<file path="config.mk">
export PLATFORM = sky130hd
export DESIGN_NAME = multicycle_ctrl
export DESIGN_NICKNAME = d
export VERILOG_FILES = /design/src/rtl/riscv_ctrl_pkg.sv /design/src/rtl/branch_cond.sv /design/src/rtl/multicycle_ctrl.sv
export SDC_FILE = /design/constraint.sdc
export NUM_CORES = 1
export LEC_CHECK = 0
export BUFFER_PORTS_ARGS = -buffer_cell sky130_fd_sc_hd__buf_2
export CAP_MARGIN = 40
export CORE_MARGIN = 3
export CORE_UTILIZATION = 30
export CTS_CLUSTER_DIAMETER = 60
export CTS_CLUSTER_SIZE = 16
export DETAILED_ROUTE_END_ITERATION = 8
export PLACE_DENSITY = 0.49
export SYNTH_ARGS = -nofsm -noshare
export SYNTH_HDL_FRONTEND = slang
export SYNTH_SLANG_ARGS = --single-unit
</file>
<file path="constraint.sdc">
create_clock -name clk -period 2.2 [get_ports clk]
set_input_delay 0.22 -clock clk [delete_from_list [all_inputs] [get_ports clk]]
set_output_delay 0.22 -clock clk [all_outputs]
set_load 0.1 [all_outputs]
</file>
<file path="src/rtl/riscv_ctrl_pkg.sv">
// Shared encodings for the RV32I-subset multi-cycle control path.
// Holds FSM state codes, opcodes, ALU/writeback selects and the control strobe bundle.
package riscv_ctrl_pkg;

  typedef logic [2:0] state_t;

  localparam state_t ST_FETCH  = 3'd0;
  localparam state_t ST_DECODE = 3'd1;
  localparam state_t ST_EXEC   = 3'd2;
  localparam state_t ST_MEM    = 3'd3;
  localparam state_t ST_WB     = 3'd4;
  localparam state_t ST_TRAP   = 3'd5;

  localparam logic [6:0] OPC_LOAD   = 7'b0000011;
  localparam logic [6:0] OPC_STORE  = 7'b0100011;
  localparam logic [6:0] OPC_BRANCH = 7'b1100011;
  localparam logic [6:0] OPC_LUI    = 7'b0110111;
  localparam logic [6:0] OPC_OP_IMM = 7'b0010011;
  localparam logic [6:0] OPC_OP     = 7'b0110011;

  localparam logic [1:0] ALU_ADD   = 2'b00;
  localparam logic [1:0] ALU_SUB   = 2'b01;
  localparam logic [1:0] ALU_FUNCT = 2'b10;

  localparam logic [1:0] WB_ALU = 2'b00;
  localparam logic [1:0] WB_MEM = 2'b01;
  localparam logic [1:0] WB_IMM = 2'b10;

  localparam logic [2:0] F3_BEQ = 3'b000;
  localparam logic [2:0] F3_BNE = 3'b001;
  localparam logic [2:0] F3_BLT = 3'b100;
  localparam logic [2:0] F3_BGE = 3'b101;

  typedef struct packed {
    logic       mem_req;
    logic       mem_we;
    logic       mem_ifetch;
    logic       ir_write;
    logic       pc_write;
    logic       pc_src;
    logic       reg_write;
    logic       alu_src_imm;
    logic [1:0] alu_op;
    logic [1:0] wb_sel;
    logic       trap;
  } ctrl_t;

  // LUI needs no ALU work, so it skips EXEC and goes straight to writeback.
  function automatic state_t decode_next(input logic [6:0] opc);
    state_t nxt;
    case (opc)
      OPC_LUI:                                             nxt = ST_WB;
      OPC_LOAD, OPC_STORE, OPC_OP_IMM, OPC_OP, OPC_BRANCH: nxt = ST_EXEC;
      default:                                             nxt = ST_TRAP;
    endcase
    return nxt;
  endfunction

  function automatic logic [1:0] wb_sel_for(input logic [6:0] opc);
    logic [1:0] sel;
    case (opc)
      OPC_LOAD: sel = WB_MEM;
      OPC_LUI:  sel = WB_IMM;
      default:  sel = WB_ALU;
    endcase
    return sel;
  endfunction

endpackage

</file>
<file path="src/rtl/branch_cond.sv">
// Branch resolution from funct3 and ALU compare flags; purely combinational.
// Unsigned compares (BLTU/BGEU) and reserved encodings resolve as not taken.
module branch_cond
  import riscv_ctrl_pkg::*;
(
  input  logic [2:0] funct3,
  input  logic       alu_zero,
  input  logic       alu_lt,
  output logic       taken
);

  always_comb begin
    taken = 1'b0;
    case (funct3)
      F3_BEQ:  taken = alu_zero;
      F3_BNE:  taken = !alu_zero;
      F3_BLT:  taken = alu_lt;
      F3_BGE:  taken = !alu_lt;
      default: taken = 1'b0;
    endcase
  end

endmodule

</file>
<file path="src/rtl/multicycle_ctrl.sv">
// Multi-cycle FETCH/DECODE/EXEC/MEM/WB sequencer; Mealy outputs, 3-5 cycles per instruction.
// Memory stalls hold mem_req and its qualifiers until mem_ready; a stuck port traps after TIMEOUT_CYCLES.
module multicycle_ctrl
  import riscv_ctrl_pkg::*;
#(
  parameter int unsigned TIMEOUT_CYCLES = 255,
  parameter int unsigned INSTRET_W      = 32
) (
  input  logic                 clk,
  input  logic                 reset,
  input  logic [6:0]           opcode,
  input  logic [2:0]           funct3,
  input  logic                 alu_zero,
  input  logic                 alu_lt,
  input  logic                 mem_ready,
  output logic                 mem_req,
  output logic                 mem_we,
  output logic                 mem_ifetch,
  output logic                 ir_write,
  output logic                 pc_write,
  output logic                 pc_src,
  output logic                 reg_write,
  output logic                 alu_src_imm,
  output logic [1:0]           alu_op,
  output logic [1:0]           wb_sel,
  output logic                 trap,
  output logic [INSTRET_W-1:0] instret
);

  localparam int unsigned      TO_W     = (TIMEOUT_CYCLES > 0) ? $clog2(TIMEOUT_CYCLES + 1) : 1;
  localparam bit               TO_EN    = (TIMEOUT_CYCLES != 0);
  localparam logic [TO_W-1:0]  TO_LIMIT = TO_W'(TIMEOUT_CYCLES);

  state_t                 state_q, state_d;
  logic [TO_W-1:0]        wait_q, wait_d;
  logic [INSTRET_W-1:0]   instret_q, instret_d;
  ctrl_t                  ctl;
  ctrl_t                  ctl_o;
  logic                   retire;
  logic                   br_taken;
  logic                   mem_wait;
  logic [TO_W-1:0]        wait_inc;
  logic                   timeout_hit;

  branch_cond u_branch_cond (
    .funct3   (funct3),
    .alu_zero (alu_zero),
    .alu_lt   (alu_lt),
    .taken    (br_taken)
  );

  always_comb begin
    ctl     = '0;
    state_d = state_q;
    retire  = 1'b0;

    case (state_q)
      ST_FETCH: begin
        ctl.mem_req    = 1'b1;
        ctl.mem_ifetch = 1'b1;
        if (mem_ready) begin
          ctl.ir_write = 1'b1;
          ctl.pc_write = 1'b1;
          ctl.pc_src   = 1'b0;
          state_d      = ST_DECODE;
        end
      end

      ST_DECODE: state_d = decode_next(opcode);

      ST_EXEC: begin
        case (opcode)
          OPC_LOAD, OPC_STORE: begin
            ctl.alu_src_imm = 1'b1;
            ctl.alu_op      = ALU_ADD;
            state_d         = ST_MEM;
          end
          OPC_OP_IMM: begin
            ctl.alu_src_imm = 1'b1;
            ctl.alu_op      = ALU_FUNCT;
            state_d         = ST_WB;
          end
          OPC_OP: begin
            ctl.alu_src_imm = 1'b0;
            ctl.alu_op      = ALU_FUNCT;
            state_d         = ST_WB;
          end
          OPC_BRANCH: begin
            ctl.alu_op   = ALU_SUB;
            ctl.pc_write = br_taken;
            ctl.pc_src   = br_taken;
            retire       = 1'b1;
            state_d      = ST_FETCH;
          end
          default: state_d = ST_TRAP;
        endcase
      end

      ST_MEM: begin
        ctl.mem_req    = 1'b1;
        ctl.mem_ifetch = 1'b0;
        ctl.mem_we     = (opcode == OPC_STORE);
        if (mem_ready) begin
          if (opcode == OPC_STORE) begin
            retire  = 1'b1;
            state_d = ST_FETCH;
          end else begin
            state_d = ST_WB;
          end
        end
      end

      ST_WB: begin
        ctl.reg_write = 1'b1;
        ctl.wb_sel    = wb_sel_for(opcode);
        retire        = 1'b1;
        state_d       = ST_FETCH;
      end

      ST_TRAP: ctl.trap = 1'b1;

      default: state_d = ST_TRAP;
    endcase

    // Only stalled cycles count, so any cycle without a pending request restarts the wait window.
    mem_wait    = ctl.mem_req && !mem_ready;
    wait_inc    = wait_q + TO_W'(1);
    timeout_hit = TO_EN && mem_wait && (wait_inc == TO_LIMIT);
    wait_d      = (TO_EN && mem_wait) ? wait_inc : '0;
    if (timeout_hit) begin
      state_d = ST_TRAP;
    end

    instret_d = instret_q + INSTRET_W'(retire);
  end

  always_ff @(posedge clk) begin
    if (reset) begin
      state_q   <= ST_FETCH;
      wait_q    <= '0;
      instret_q <= '0;
    end else begin
      state_q   <= state_d;
      wait_q    <= wait_d;
      instret_q <= instret_d;
    end
  end

  // Reset gates every strobe in the same cycle, aborting any in-flight transfer.
  assign ctl_o       = reset ? '0 : ctl;
  assign mem_req     = ctl_o.mem_req;
  assign mem_we      = ctl_o.mem_we;
  assign mem_ifetch  = ctl_o.mem_ifetch;
  assign ir_write    = ctl_o.ir_write;
  assign pc_write    = ctl_o.pc_write;
  assign pc_src      = ctl_o.pc_src;
  assign reg_write   = ctl_o.reg_write;
  assign alu_src_imm = ctl_o.alu_src_imm;
  assign alu_op      = ctl_o.alu_op;
  assign wb_sel      = ctl_o.wb_sel;
  assign trap        = ctl_o.trap;
  assign instret     = instret_q;

  a_req_held: assert property (@(posedge clk) disable iff (reset)
    (mem_req && !mem_ready && state_d != ST_TRAP) |=>
      (mem_req && mem_ifetch == $past(mem_ifetch) && mem_we == $past(mem_we)));

endmodule

</file>
==> run_results.csv <==
group,metric,value,unit
timing,relSlewSlack,67.4,%
floorplan,ioPinCount,60,
finish,drive_gt1_share,39.5,%
finish,nFillCells,789,
grt,grt_pass1_vias,1965,
yosys,yosys.area.top_type,"dfxtp_1",
finish,area_delta_synth_final,41.0,%
cts,clock_latency,300,ps
timing,fmax,461,MHz
yosys,avgSynthCellArea,8.60,um^2
placement,place_congestion,0.805,
yosys,yosys-top-cells-area,"dfxtp_1, xor2_1, nor2_1, nand4_1, nand3_1",
grt,grt_overflow_total,0,
critical_path,cp_slowest_cell,"dfxtp_2",
yosys,yosysTopAreaCellShare,37.2,%
timing,fin_skew,8.02,ps
power_and_ir_drop,power_density,507,nW/um^2
min_path,hold_class,"in -> reg",
drt,drtPass1Iterations,4,
timing,worstMarginPinSlew,493,ps
timing,finalMaxSlewViolations,0,
yosys,yosys_warnings,0,
finish,diodes,0,
yosys,syn_inst,269,
critical_path,worstPathCellList,"nor4b_4 > nand2b_1 > o22ai_2 > ha_2 > ha_4 > nand4_1 > nor3_4 > buf_6 > nand4_1 > xor2_1 > nor2_1",
timing,period_share,98.7,%
yosys,syn_nets,288,
floorplan,start_util,31.4,%
power_and_ir_drop,leakagePower,0.00135,uW
cts,root_buffer,"clkbuf_8",
timing,rsz0062_at_grt,"yes",
floorplan,fp.coreArea,7370,um^2
grt,grt_max_degree,33,
drt,wl_per_cell,12.5,um
yosys,synth_common_cells,"nor2_1, dfxtp_1, xor2_1",
finish,regArea,865,um^2
finish,final_nets,370,
floorplan,die_area,8800,um^2
yosys,synth_most_common_cell,"nor2_1",
power_and_ir_drop,ir_worst_vdd,371,uV
drt,drc_errors,0,
yosys,ys_seq_elements,43,
floorplan,die_height,93.8,um
timing,period_needed,2170,ps
grt,grt_usage,13.3,%
placement,io_buffers,59,
critical_path,critPathMaxFanout,5,
yosys,synth_edf_count,0,
critical_path,required,2380,ps
yosys,async_reset_ff_share,0,%
finish,multi_input_area,1530,um^2
cts,ctsHoldBuffers,0,
cts,clockBufferDepth,2,
job,drv_cap,0,
critical_path,critPathKind,"reg -> reg",
floorplan,die_width,93.8,um
critical_path,arrival,2360,ps
cts,clk_pin_slew_worst_paths,90,ps
critical_path,path_common_cell,"nand4_1",
drt,routed_wl,5.64,mm
yosys,synth_cell_type_count,47,
cts,cts_buffers,5,
timing,layout_setup_ws,28.6,ps
cts,cts_sinks,43,
critical_path,cp-startpoint,"state_q[2]",
cts,cts_tree,"done",
placement,hpwl,4.19,mm
drt,postRouteAntennaNets,0,
drt,drtIter0Drc,58,
drt,vias_per_cell,4.85,
critical_path,endpoint_kind,"register",
drt,via_count,2189,
yosys,seq_area_frac_synth,37.2,%
status,status,"completed",
floorplan,rows,31,
cts,cts_max_level,2,
grt,grt_pass1_wl,9.58,mm
timing,setup_viol,0,
yosys,syn-cell-area,2310,um^2
finish,utilization,44.2,%
grt,antenna_found_initial,0,
critical_path,cp-start-kind,"register",
yosys,ys.flop_type,"dfxtp_1",
min_path,holdCritStartpoint,"reset",
placement,pre_cts_ws,-422,ps
critical_path,rr_startpoint,"state_q[2]",
timing,final-hold-violation-count,0,
critical_path,max_stage_delay,350,ps
-- flip-flops by register name (all words and copies together) (netlist names) --
| name | cells |
|---|---|
| instret | 32 |
| wait_q | 8 |
| state_q | 3 |
-- worst paths after layout --
path / slack (ps) / cells after the start / endpoint
worst max-delay path: 30 / 11 / instret[26]
worst min-delay path: 270 / 2 / instret[6]
worst min register to register: 500 / 2 / instret[14]
worst max register to register: 30 / 11 / instret[26]
-- cell type report --
class                           count  share of cell area (%)
Multi-Input combinational cell    209                    47.0
Clock buffer                        5                    2.11
Tap cell                           99                    3.80
Timing Repair Buffer               87                    18.6
Inverter                            5                   0.576
Sequential cell                    43                    26.5
Clock inverter                      3                    1.34
-- critical path: cells and delay by family, from the launching register on --
kind | cells | cell delay (ps)
simple gates | 6 | 900
flops | 1 | 350
fa+ha+maj | 2 | 350
compound gates | 1 | 160
xor+xnor | 1 | 160
buf+inv | 1 | 150
-- cell usage in the layout (no fill, tap or decap), types with 4 or more instances in the layout --
master / n
nand3_2: 6
xor2_1: 25
or3_1: 4
dfxtp_1: 40
nand4_1: 15
and3_1: 5
nor2_1: 40
buf_4: 26
nand3_1: 13
a21oi_1: 7
xnor2_1: 8
buf_2: 51
inv_1: 4
nor2b_1: 4
nand2_1: 9
buf_12: 6
nor2_2: 5
o21ai_0: 8
clkbuf_8: 5
nand2b_1: 5
-- per-stage QoR --
stage	power, uW	std cells	instance area [um^2]	hold WS, ps	setup TNS (ps)
floorplan	983	269	2410	408	-6490
global placement	1050	435	2980	461	-5670
detailed placement	1050	435	2980	489	-8030
CTS	1680	447	3170	263	-454
global route	1730	451	3260	266	-1550
finish	1650	451	3260	265	0
-- report_power, final --
group / switching (uW) / leakage, uW / internal [uW]
clock network: 285 / 0.0000581 / 338
registers: 7.42 / 0.000348 / 786
logic: 161 / 0.000943 / 77.0
-- what timing repair did --
item / 4_1_cts / 5_1_grt
buffers inserted: 4 / 4
hold endpoints to repair: 0 / 0
pin swaps: 8 / 9
gates resized for setup: 9 / 16
endpoints found under the setup margin: 24 / 26
-- routing by layer --
| layer | GRT usage, % | up-vias | share of wire, % |
|---|---|---|---|
| met1 | 17.3 | 1028 | 46 |
| li1 | - | 1109 | - |
| met4 | 3.25 | 0 | 0.92 |
| met5 | 0 | - | 0 |
| met3 | 2.96 | 6 | 4.9 |
| met2 | 22.3 | 46 | 48 |
-- cells by family after synthesis --
logic type / Yosys count / share of synthesized area, %
buf+inv: 17 / 4.60
compound gates: 26 / 6.71
simple gates: 143 / 35.5
fa+ha+maj: 4 / 2.16
mux: 2 / 0.920
xor+xnor: 34 / 12.9
flops: 43 / 37.2
Note: power is estimated with default switching activity, not from simulation.
